**config.mk**
```make
export PLATFORM = sky130hd
export DESIGN_NAME = ppfifo_multichannel_flat
export DESIGN_NICKNAME = d
export VERILOG_FILES = /design/src/rtl/ppfifo_multichannel_if.sv /design/src/rtl/ppfifo_multichannel.sv /design/src/flat_wrapper.sv
export SDC_FILE = /design/constraint.sdc
export NUM_CORES = 1
export LEC_CHECK = 0
export BUFFER_PORTS_ARGS = -buffer_cell sky130_fd_sc_hd__buf_4
export CORE_ASPECT_RATIO = 1.25
export CORE_MARGIN = 3
export CORE_UTILIZATION = 40
export DETAILED_ROUTE_END_ITERATION = 16
export SYNTH_ARGS = -nofsm -noshare
export SYNTH_HDL_FRONTEND = slang
export SYNTH_SLANG_ARGS = --single-unit
```
**constraint.sdc**
```tcl
create_clock -name clock -period 5.2 [get_ports clock]
set_input_delay 0.78 -clock clock [delete_from_list [all_inputs] [get_ports clock]]
set_output_delay 0.78 -clock clock [all_outputs]
set_load 0.005 [all_outputs]
```
**src/rtl/ppfifo_multichannel_if.sv**
```systemverilog
// Shared put/get/flush bus of the multi-channel push-pull FIFO.
// The master modport belongs to the producer/consumer side.
// The slave modport belongs to the FIFO itself.
interface ppfifo_multichannel_if #(
    parameter int FIFO_WORD_SIZE = 8,
    parameter int NUM_CHANNELS   = 2
);
    localparam int CW = (NUM_CHANNELS > 1) ? $clog2(NUM_CHANNELS) : 1;

    logic                      put_req;
    logic [CW-1:0]             put_chan;
    logic [FIFO_WORD_SIZE-1:0] put_value;
    logic                      put_ack;

    logic                      get_req;
    logic [CW-1:0]             get_chan;
    logic [FIFO_WORD_SIZE-1:0] get_value;
    logic                      get_ack;

    logic                      flush_req;
    logic [CW-1:0]             flush_chan;

    logic [NUM_CHANNELS-1:0]   full_vec;
    logic [NUM_CHANNELS-1:0]   empty_vec;

    modport master (
        output put_req, put_chan, put_value,
        output get_req, get_chan,
        output flush_req, flush_chan,
        input  put_ack, get_value, get_ack,
        input  full_vec, empty_vec
    );

    modport slave (
        input  put_req, put_chan, put_value,
        input  get_req, get_chan,
        input  flush_req, flush_chan,
        output put_ack, get_value, get_ack,
        output full_vec, empty_vec
    );
endinterface

```
**src/rtl/ppfifo_multichannel.sv**
```systemverilog
// Multi-channel push-pull FIFO: NUM_CHANNELS independent queues behind one
// shared put port and one shared get port, using the registered req/ack
// handshake of the single-channel FIFO.
// Optional macro PPFIFO_STALL_COUNT_EN adds a saturating 16-bit counter of
// cycles in which a put was refused because its channel was full.
module ppfifo_multichannel #(
    parameter int FIFO_WORD_SIZE    = 8,
    parameter int FIFO_POINTER_BITS = 2,
    parameter int NUM_CHANNELS      = 2
) (
    input  logic                 clock,
    input  logic                 clear,
    ppfifo_multichannel_if.slave bus
`ifdef PPFIFO_STALL_COUNT_EN
    ,
    output logic [15:0]          stall_count
`endif
);
    localparam int CW    = (NUM_CHANNELS > 1) ? $clog2(NUM_CHANNELS) : 1;
    localparam int SLOTS = 2 ** CW;
    localparam int DEPTH = 2 ** FIFO_POINTER_BITS;

    localparam logic [FIFO_POINTER_BITS:0]   FULL_COUNT = (FIFO_POINTER_BITS + 1)'(DEPTH);
    localparam logic [FIFO_POINTER_BITS:0]   CNT_ONE    = (FIFO_POINTER_BITS + 1)'(1);
    localparam logic [FIFO_POINTER_BITS-1:0] PTR_ONE    = FIFO_POINTER_BITS'(1);

    // Marks which select codes name a real channel; codes at or above
    // NUM_CHANNELS are never acked.
    function automatic logic [SLOTS-1:0] valid_mask_f();
        logic [SLOTS-1:0] m;
        m = '0;
        for (int i = 0; i < SLOTS; i++) begin
            m[i] = (i < NUM_CHANNELS);
        end
        return m;
    endfunction

    localparam logic [SLOTS-1:0] VALID_MASK = valid_mask_f();

    // Arrays are sized to every select code so indexing never goes out of
    // bounds; slots beyond NUM_CHANNELS stay at their reset value.
    logic [FIFO_WORD_SIZE-1:0]    mem    [SLOTS][DEPTH];
    logic [FIFO_POINTER_BITS-1:0] wr_ptr [SLOTS];
    logic [FIFO_POINTER_BITS-1:0] rd_ptr [SLOTS];
    logic [FIFO_POINTER_BITS:0]   count  [SLOTS];

    logic             put_full;
    logic             get_empty;
    logic             put_flushed;
    logic             get_flushed;
    logic             put_ok;
    logic             get_ok;
    logic [SLOTS-1:0] put_hit_vec;
    logic [SLOTS-1:0] get_hit_vec;
    logic [SLOTS-1:0] flush_vec;

    // Accept decisions from pre-edge counts; a flush of the same channel
    // wins, leaving the request pending for a later edge.
    always_comb begin
        put_full    = (count[bus.put_chan] == FULL_COUNT);
        get_empty   = (count[bus.get_chan] == '0);
        put_flushed = bus.flush_req && (bus.flush_chan == bus.put_chan);
        get_flushed = bus.flush_req && (bus.flush_chan == bus.get_chan);
        put_ok      = bus.put_req && !bus.put_ack && VALID_MASK[bus.put_chan]
                      && !put_full && !put_flushed;
        get_ok      = bus.get_req && !bus.get_ack && VALID_MASK[bus.get_chan]
                      && !get_empty && !get_flushed;
        put_hit_vec = '0;
        get_hit_vec = '0;
        flush_vec   = '0;
        if (put_ok) begin
            put_hit_vec[bus.put_chan] = 1'b1;
        end
        if (get_ok) begin
            get_hit_vec[bus.get_chan] = 1'b1;
        end
        if (bus.flush_req) begin
            flush_vec[bus.flush_chan] = 1'b1;
        end
    end

    // Per-channel pointer and occupancy bookkeeping, with flush taking priority.
    always_ff @(posedge clock or posedge clear) begin
        if (clear) begin
            for (int c = 0; c < SLOTS; c++) begin
                wr_ptr[c] <= '0;
                rd_ptr[c] <= '0;
                count[c]  <= '0;
            end
        end else begin
            for (int c = 0; c < NUM_CHANNELS; c++) begin
                if (flush_vec[c]) begin
                    wr_ptr[c] <= '0;
                    rd_ptr[c] <= '0;
                    count[c]  <= '0;
                end else begin
                    if (put_hit_vec[c]) begin
                        wr_ptr[c] <= wr_ptr[c] + PTR_ONE;
                    end
                    if (get_hit_vec[c]) begin
                        rd_ptr[c] <= rd_ptr[c] + PTR_ONE;
                    end
                    case ({put_hit_vec[c], get_hit_vec[c]})
                        2'b10:   count[c] <= count[c] + CNT_ONE;
                        2'b01:   count[c] <= count[c] - CNT_ONE;
                        default: count[c] <= count[c];
                    endcase
                end
            end
        end
    end

    // Word storage needs no reset: only slots below count are ever read.
    always_ff @(posedge clock) begin
        if (put_ok) begin
            mem[bus.put_chan][wr_ptr[bus.put_chan]] <= bus.put_value;
        end
    end

    // Registered ack pulses and read data; get_value holds between reads.
    always_ff @(posedge clock or posedge clear) begin
        if (clear) begin
            bus.put_ack   <= 1'b0;
            bus.get_ack   <= 1'b0;
            bus.get_value <= '0;
        end else begin
            bus.put_ack <= put_ok;
            bus.get_ack <= get_ok;
            if (get_ok) begin
                bus.get_value <= mem[bus.get_chan][rd_ptr[bus.get_chan]];
            end
        end
    end

    // Status vectors decoded straight from the registered counts.
    always_comb begin
        bus.full_vec  = '0;
        bus.empty_vec = '0;
        for (int c = 0; c < NUM_CHANNELS; c++) begin
            bus.full_vec[c]  = (count[c] == FULL_COUNT);
            bus.empty_vec[c] = (count[c] == '0);
        end
    end

`ifdef PPFIFO_STALL_COUNT_EN
    logic stall_hit;

    // A stall is a live put request refused only because its channel is full.
    always_comb begin
        stall_hit = bus.put_req && !bus.put_ack && VALID_MASK[bus.put_chan] && put_full;
    end

    // Saturating stall counter; flush leaves it untouched.
    always_ff @(posedge clock or posedge clear) begin
        if (clear) begin
            stall_count <= '0;
        end else if (stall_hit && (stall_count != 16'hFFFF)) begin
            stall_count <= stall_count + 16'd1;
        end
    end
`endif

endmodule

```
**src/flat_wrapper.sv**
```systemverilog
// flat-port wrapper written by rule: the top's interface ports become plain ports
module ppfifo_multichannel_flat 
#(
    parameter int FIFO_WORD_SIZE    = 8,
    parameter int FIFO_POINTER_BITS = 2,
    parameter int NUM_CHANNELS      = 2
)
  (clock, clear, bus_put_req, bus_put_chan, bus_put_value, bus_get_req, bus_get_chan, bus_flush_req, bus_flush_chan, bus_put_ack, bus_get_value, bus_get_ack, bus_full_vec, bus_empty_vec);
  ppfifo_multichannel_if #(.FIFO_WORD_SIZE(FIFO_WORD_SIZE), .NUM_CHANNELS(NUM_CHANNELS)) bus_i ();
  input  logic clock;
  input  logic clear;
  input wire logic [$bits(bus_i.put_req)-1:0] bus_put_req;
  input wire logic [$bits(bus_i.put_chan)-1:0] bus_put_chan;
  input wire logic [$bits(bus_i.put_value)-1:0] bus_put_value;
  input wire logic [$bits(bus_i.get_req)-1:0] bus_get_req;
  input wire logic [$bits(bus_i.get_chan)-1:0] bus_get_chan;
  input wire logic [$bits(bus_i.flush_req)-1:0] bus_flush_req;
  input wire logic [$bits(bus_i.flush_chan)-1:0] bus_flush_chan;
  output wire logic [$bits(bus_i.put_ack)-1:0] bus_put_ack;
  output wire logic [$bits(bus_i.get_value)-1:0] bus_get_value;
  output wire logic [$bits(bus_i.get_ack)-1:0] bus_get_ack;
  output wire logic [$bits(bus_i.full_vec)-1:0] bus_full_vec;
  output wire logic [$bits(bus_i.empty_vec)-1:0] bus_empty_vec;
  assign bus_i.put_req = bus_put_req;
  assign bus_i.put_chan = bus_put_chan;
  assign bus_i.put_value = bus_put_value;
  assign bus_i.get_req = bus_get_req;
  assign bus_i.get_chan = bus_get_chan;
  assign bus_i.flush_req = bus_flush_req;
  assign bus_i.flush_chan = bus_flush_chan;
  assign bus_put_ack = bus_i.put_ack;
  assign bus_get_value = bus_i.get_value;
  assign bus_get_ack = bus_i.get_ack;
  assign bus_full_vec = bus_i.full_vec;
  assign bus_empty_vec = bus_i.empty_vec;
  ppfifo_multichannel #(.FIFO_WORD_SIZE(FIFO_WORD_SIZE), .FIFO_POINTER_BITS(FIFO_POINTER_BITS), .NUM_CHANNELS(NUM_CHANNELS)) u_core (.clock(clock), .clear(clear), .bus(bus_i));
endmodule
```
==> flow_summary.json <==
{
  "status": "finished, final reports clean",
  "std_cell_rows": 38,
  "drive_gt1_share_pct": 28.0,
  "tns_ps": 0,
  "hold_path_depth": 1,
  "criticalPathCategory": "input port to flip-flop",
  "num_vias": 1983,
  "gp_congestion": 0.749,
  "crit_chain": "buf_4, xnor2_1, a2111oi_4, inv_2, nor3b_1",
  "grt_pass1_vias": 1982,
  "fmax_mhz": 365,
  "post_cts_buffers": 0,
  "finalCriticalPeriod_ps": 2740,
  "start_kind": "input port",
  "critPathSlowestCell": "nor3b_1",
  "hold_violations": 0,
  "worstHoldPathType": "flip-flop to flip-flop",
  "fin_skew_ps": 9.50,
  "via_per_inst": 5.16,
  "end_kind": "flip-flop",
  "placedCellCount": 368,
  "final_common_cell": "edfxtp_1",
  "setup_viol": 0,
  "final_cell_mix": "edfxtp_1, buf_4, nand2_1, dfrtp_1, mux4_2",
  "antenna_left": 0,
  "cp_num_cells": 5,
  "routedWlPerCell_um": 17.5,
  "fill_cells": 795,
  "rsz0062_at_grt": "no",
  "postSynthAreaPerCell_sq_um": 16.4,
  "clock_sink_count": 88,
  "critPathRequiredTime_ps": 5160,
  "hold_buffers": 0,
  "ys_seq_elements": 88,
  "post_dp_cell_area_sq_um": 4030,
  "combPwrFrac_pct": 23.5,
  "p_leak_nw": 1.54,
  "seqPwrFrac_pct": 49.4,
  "maxCapViolations": 0,
  "dp_hpwl_um": 4620,
  "cp_top_family": "simple AND/OR/NAND/NOR gates",
  "wl_um": 6730,
  "max_stage_delay_ps": 1020,
  "synth_cell_types": 36,
  "synth_area_sq_um": 3700,
  "timing.final.crit_share_pct": 52.7,
  "finalMaxSlewViolations": 0,
  "met2_usage_pct": 22.4,
  "cts-resized-gates": 0,
  "yosysSeqAreaShare_pct": 68.2,
  "numCtsBuffers": 9,
  "worst_pin_slew_ps": 1270,
  "die_w_um": 92.0,
  "antenna_found_initial": 0,
  "port_buffers": 29,
  "cp.arrival_ps": 2700,
  "grt_use_met1_pct": 18.7,
  "p_clk_share_pct": 27.1,
  "root_buffer": "clkbuf_8",
  "drt_iter0_drc": 106,
  "synthToLayoutAreaGrowth_pct": 15.0,
  "final_nets": 279,
  "final_cells": 384,
  "die_area_sq_um": 10500,
  "path_clk_slew_ps": 90,
  "cts_buffer_depth": 2,
  "path_buf_inv": 2,
  "worstPathMaxFanout": 8,
  "grt_pass1_wl_um": 10800,
  "power.internal_mw": 1.36,
  "syn-num-nets": 245,
  "final_area_sq_um": 4260,
  "dieHeight_um": 114,
  "power_density_nw_per_um2": 450,
  "max_slew_margin_pct": 14.8,
  "drc": 0,
  "core-area_sq_um": 8840,
  "swShare_pct": 28.9,
  "netlist_instances": 225,
  "num_antenna_cells": 0,
  "ioPinCount": 30,
  "clkLatencyLatePin_ps": 340,
  "start_util_pct": 41.9,
  "use_met3_pct": 3.17,
  "drt_pass1_iterations": 4,
  "p_switching_mw": 0.554,
  "track_usage_pct": 14.0,
  "grt.busiest_layer": "met2",
  "overflow": 0,
  "peakVddDrop_v": 0.000199,
  "synth_warnings": 0,
  "htreeDepth": 3,
  "reg2reg_depth": 4,
  "grt_max_degree": 25,
  "cts_tree": "yes"
}
[synth_stat cells (all sizes together)]
library cell / instances / area share [%]
edfxtp: 64 / 52
nand2: 25 / 2.5
dfrtp: 24 / 16
mux4: 16 / 9.7
nor2: 14 / 1.4
a21oi: 11 / 1.5
a31oi: 8 / 1.4
inv: 8 / 0.81
buf: 7 / 1.3
mux2i: 6 / 2.0
xnor2: 6 / 1.4
nor3: 4 / 0.81
nor3b: 4 / 0.81
nand2b: 3 / 0.51
xor2: 3 / 0.71
a2111oi: 2 / 1.1
and2: 2 / 0.34
and3: 2 / 0.34
fa: 2 / 1.1
ha: 2 / 0.68
nor2b: 2 / 0.34
nor4: 2 / 1.1
o21ai: 2 / 0.27
or3: 2 / 0.34
a211oi: 1 / 0.20
a21bo: 1 / 0.27
clkbuf: 1 / 0.10
o32ai: 1 / 0.74
[through the flow]
stage	hold WS, ps	setup WS, ps	util, %	total power, mW
after floorplan	495	2470	-	1.24
after global placement	517	1940	45.6	1.41
after detailed placement	526	1970	45.6	1.42
after CTS	539	2380	48.1	1.94
after global routing	557	2300	48.1	2.03
final	532	2460	48.1	1.91
[worst register-to-register path: stages (launching register included)]
cell and delay (ps):
dfrtp_1 410, nor3b_1 200, a2111oi_4 480, inv_2 90, nor3b_1 1020
[cell type report]
cell class / instances / area, sq um / area share (%)
clock inverters: 6 / 92.6 / 2.17
clock buffers: 10 / 128 / 3.00
repair buffers: 31 / 233 / 5.47
flip-flops and latches: 88 / 2520 / 59.2
well taps: 120 / 150 / 3.53
multi-input cells: 121 / 1100 / 25.9
inverters: 8 / 30.0 / 0.705
[cell families (layout without fill, tap and decap cells)]
kind of cell / Yosys count / count (layout) / share of synthesized area (%)
flip-flops: 88 / 88 / 68.2
AND/OR/NAND/NOR: 60 / 60 / 8.59
AO/OA/AOI/OAI: 26 / 26 / 5.48
multiplexers: 22 / 22 / 11.7
buffers and inverters: 16 / 55 / 2.20
XOR/XNOR: 9 / 9 / 2.13
adder cells (fa/ha/maj): 4 / 4 / 1.76
[power by group through the flow]
stage | Sequential, mW | Clock, mW | Combinational (mW)
2_1_floorplan | 0.914 | 0 | 0.331
3_3_place_gp | 0.962 | 0 | 0.452
3_5_place_dp | 0.963 | 0 | 0.459
4_1_cts | 0.949 | 0.531 | 0.460
5_1_grt | 0.965 | 0.562 | 0.498
6_report | 0.946 | 0.518 | 0.450
[path summary, 6_finish.rpt]
check | from | to | slack (ps)
min | u_core.rd_ptr[1]$_DFFE_PP0P_ | u_core.rd_ptr[1]$_DFFE_PP0P_ | 530
max | bus_flush_chan | u_core.mem[0][10]$_DFFE_PP_ | 2460
min reg2reg | u_core.rd_ptr[1]$_DFFE_PP0P_ | u_core.rd_ptr[1]$_DFFE_PP0P_ | 530
min in group asynchronous | clear | u_core.count[2]$_DFFE_PP0P_ | 630
max in group asynchronous | clear | u_core.bus.get_ack$_DFF_PP0_ | 3990
max reg2reg | u_core.count[5]$_DFFE_PP0P_ | u_core.mem[0][10]$_DFFE_PP_ | 2620
[state kept, by name, indices dropped and copies added, names as in the netlist]
| signal | cells |
|---|---|
| u_core.count | 6 |
| u_core.wr_ptr | 4 |
| u_core.mem | 64 |
| u_core.bus.get_ack | 1 |
| u_core.bus.get_value | 8 |
| u_core.bus.put_ack | 1 |
| u_core.rd_ptr | 4 |
[per-layer routing]
layer / part of all wire, % / up-vias
met5: 0 / -
met4: 1.2 / 0
met3: 4.6 / 9
met2: 50 / 51
met1: 44 / 1007
li1: - / 916
Note: power is estimated with default switching activity, not from simulation.
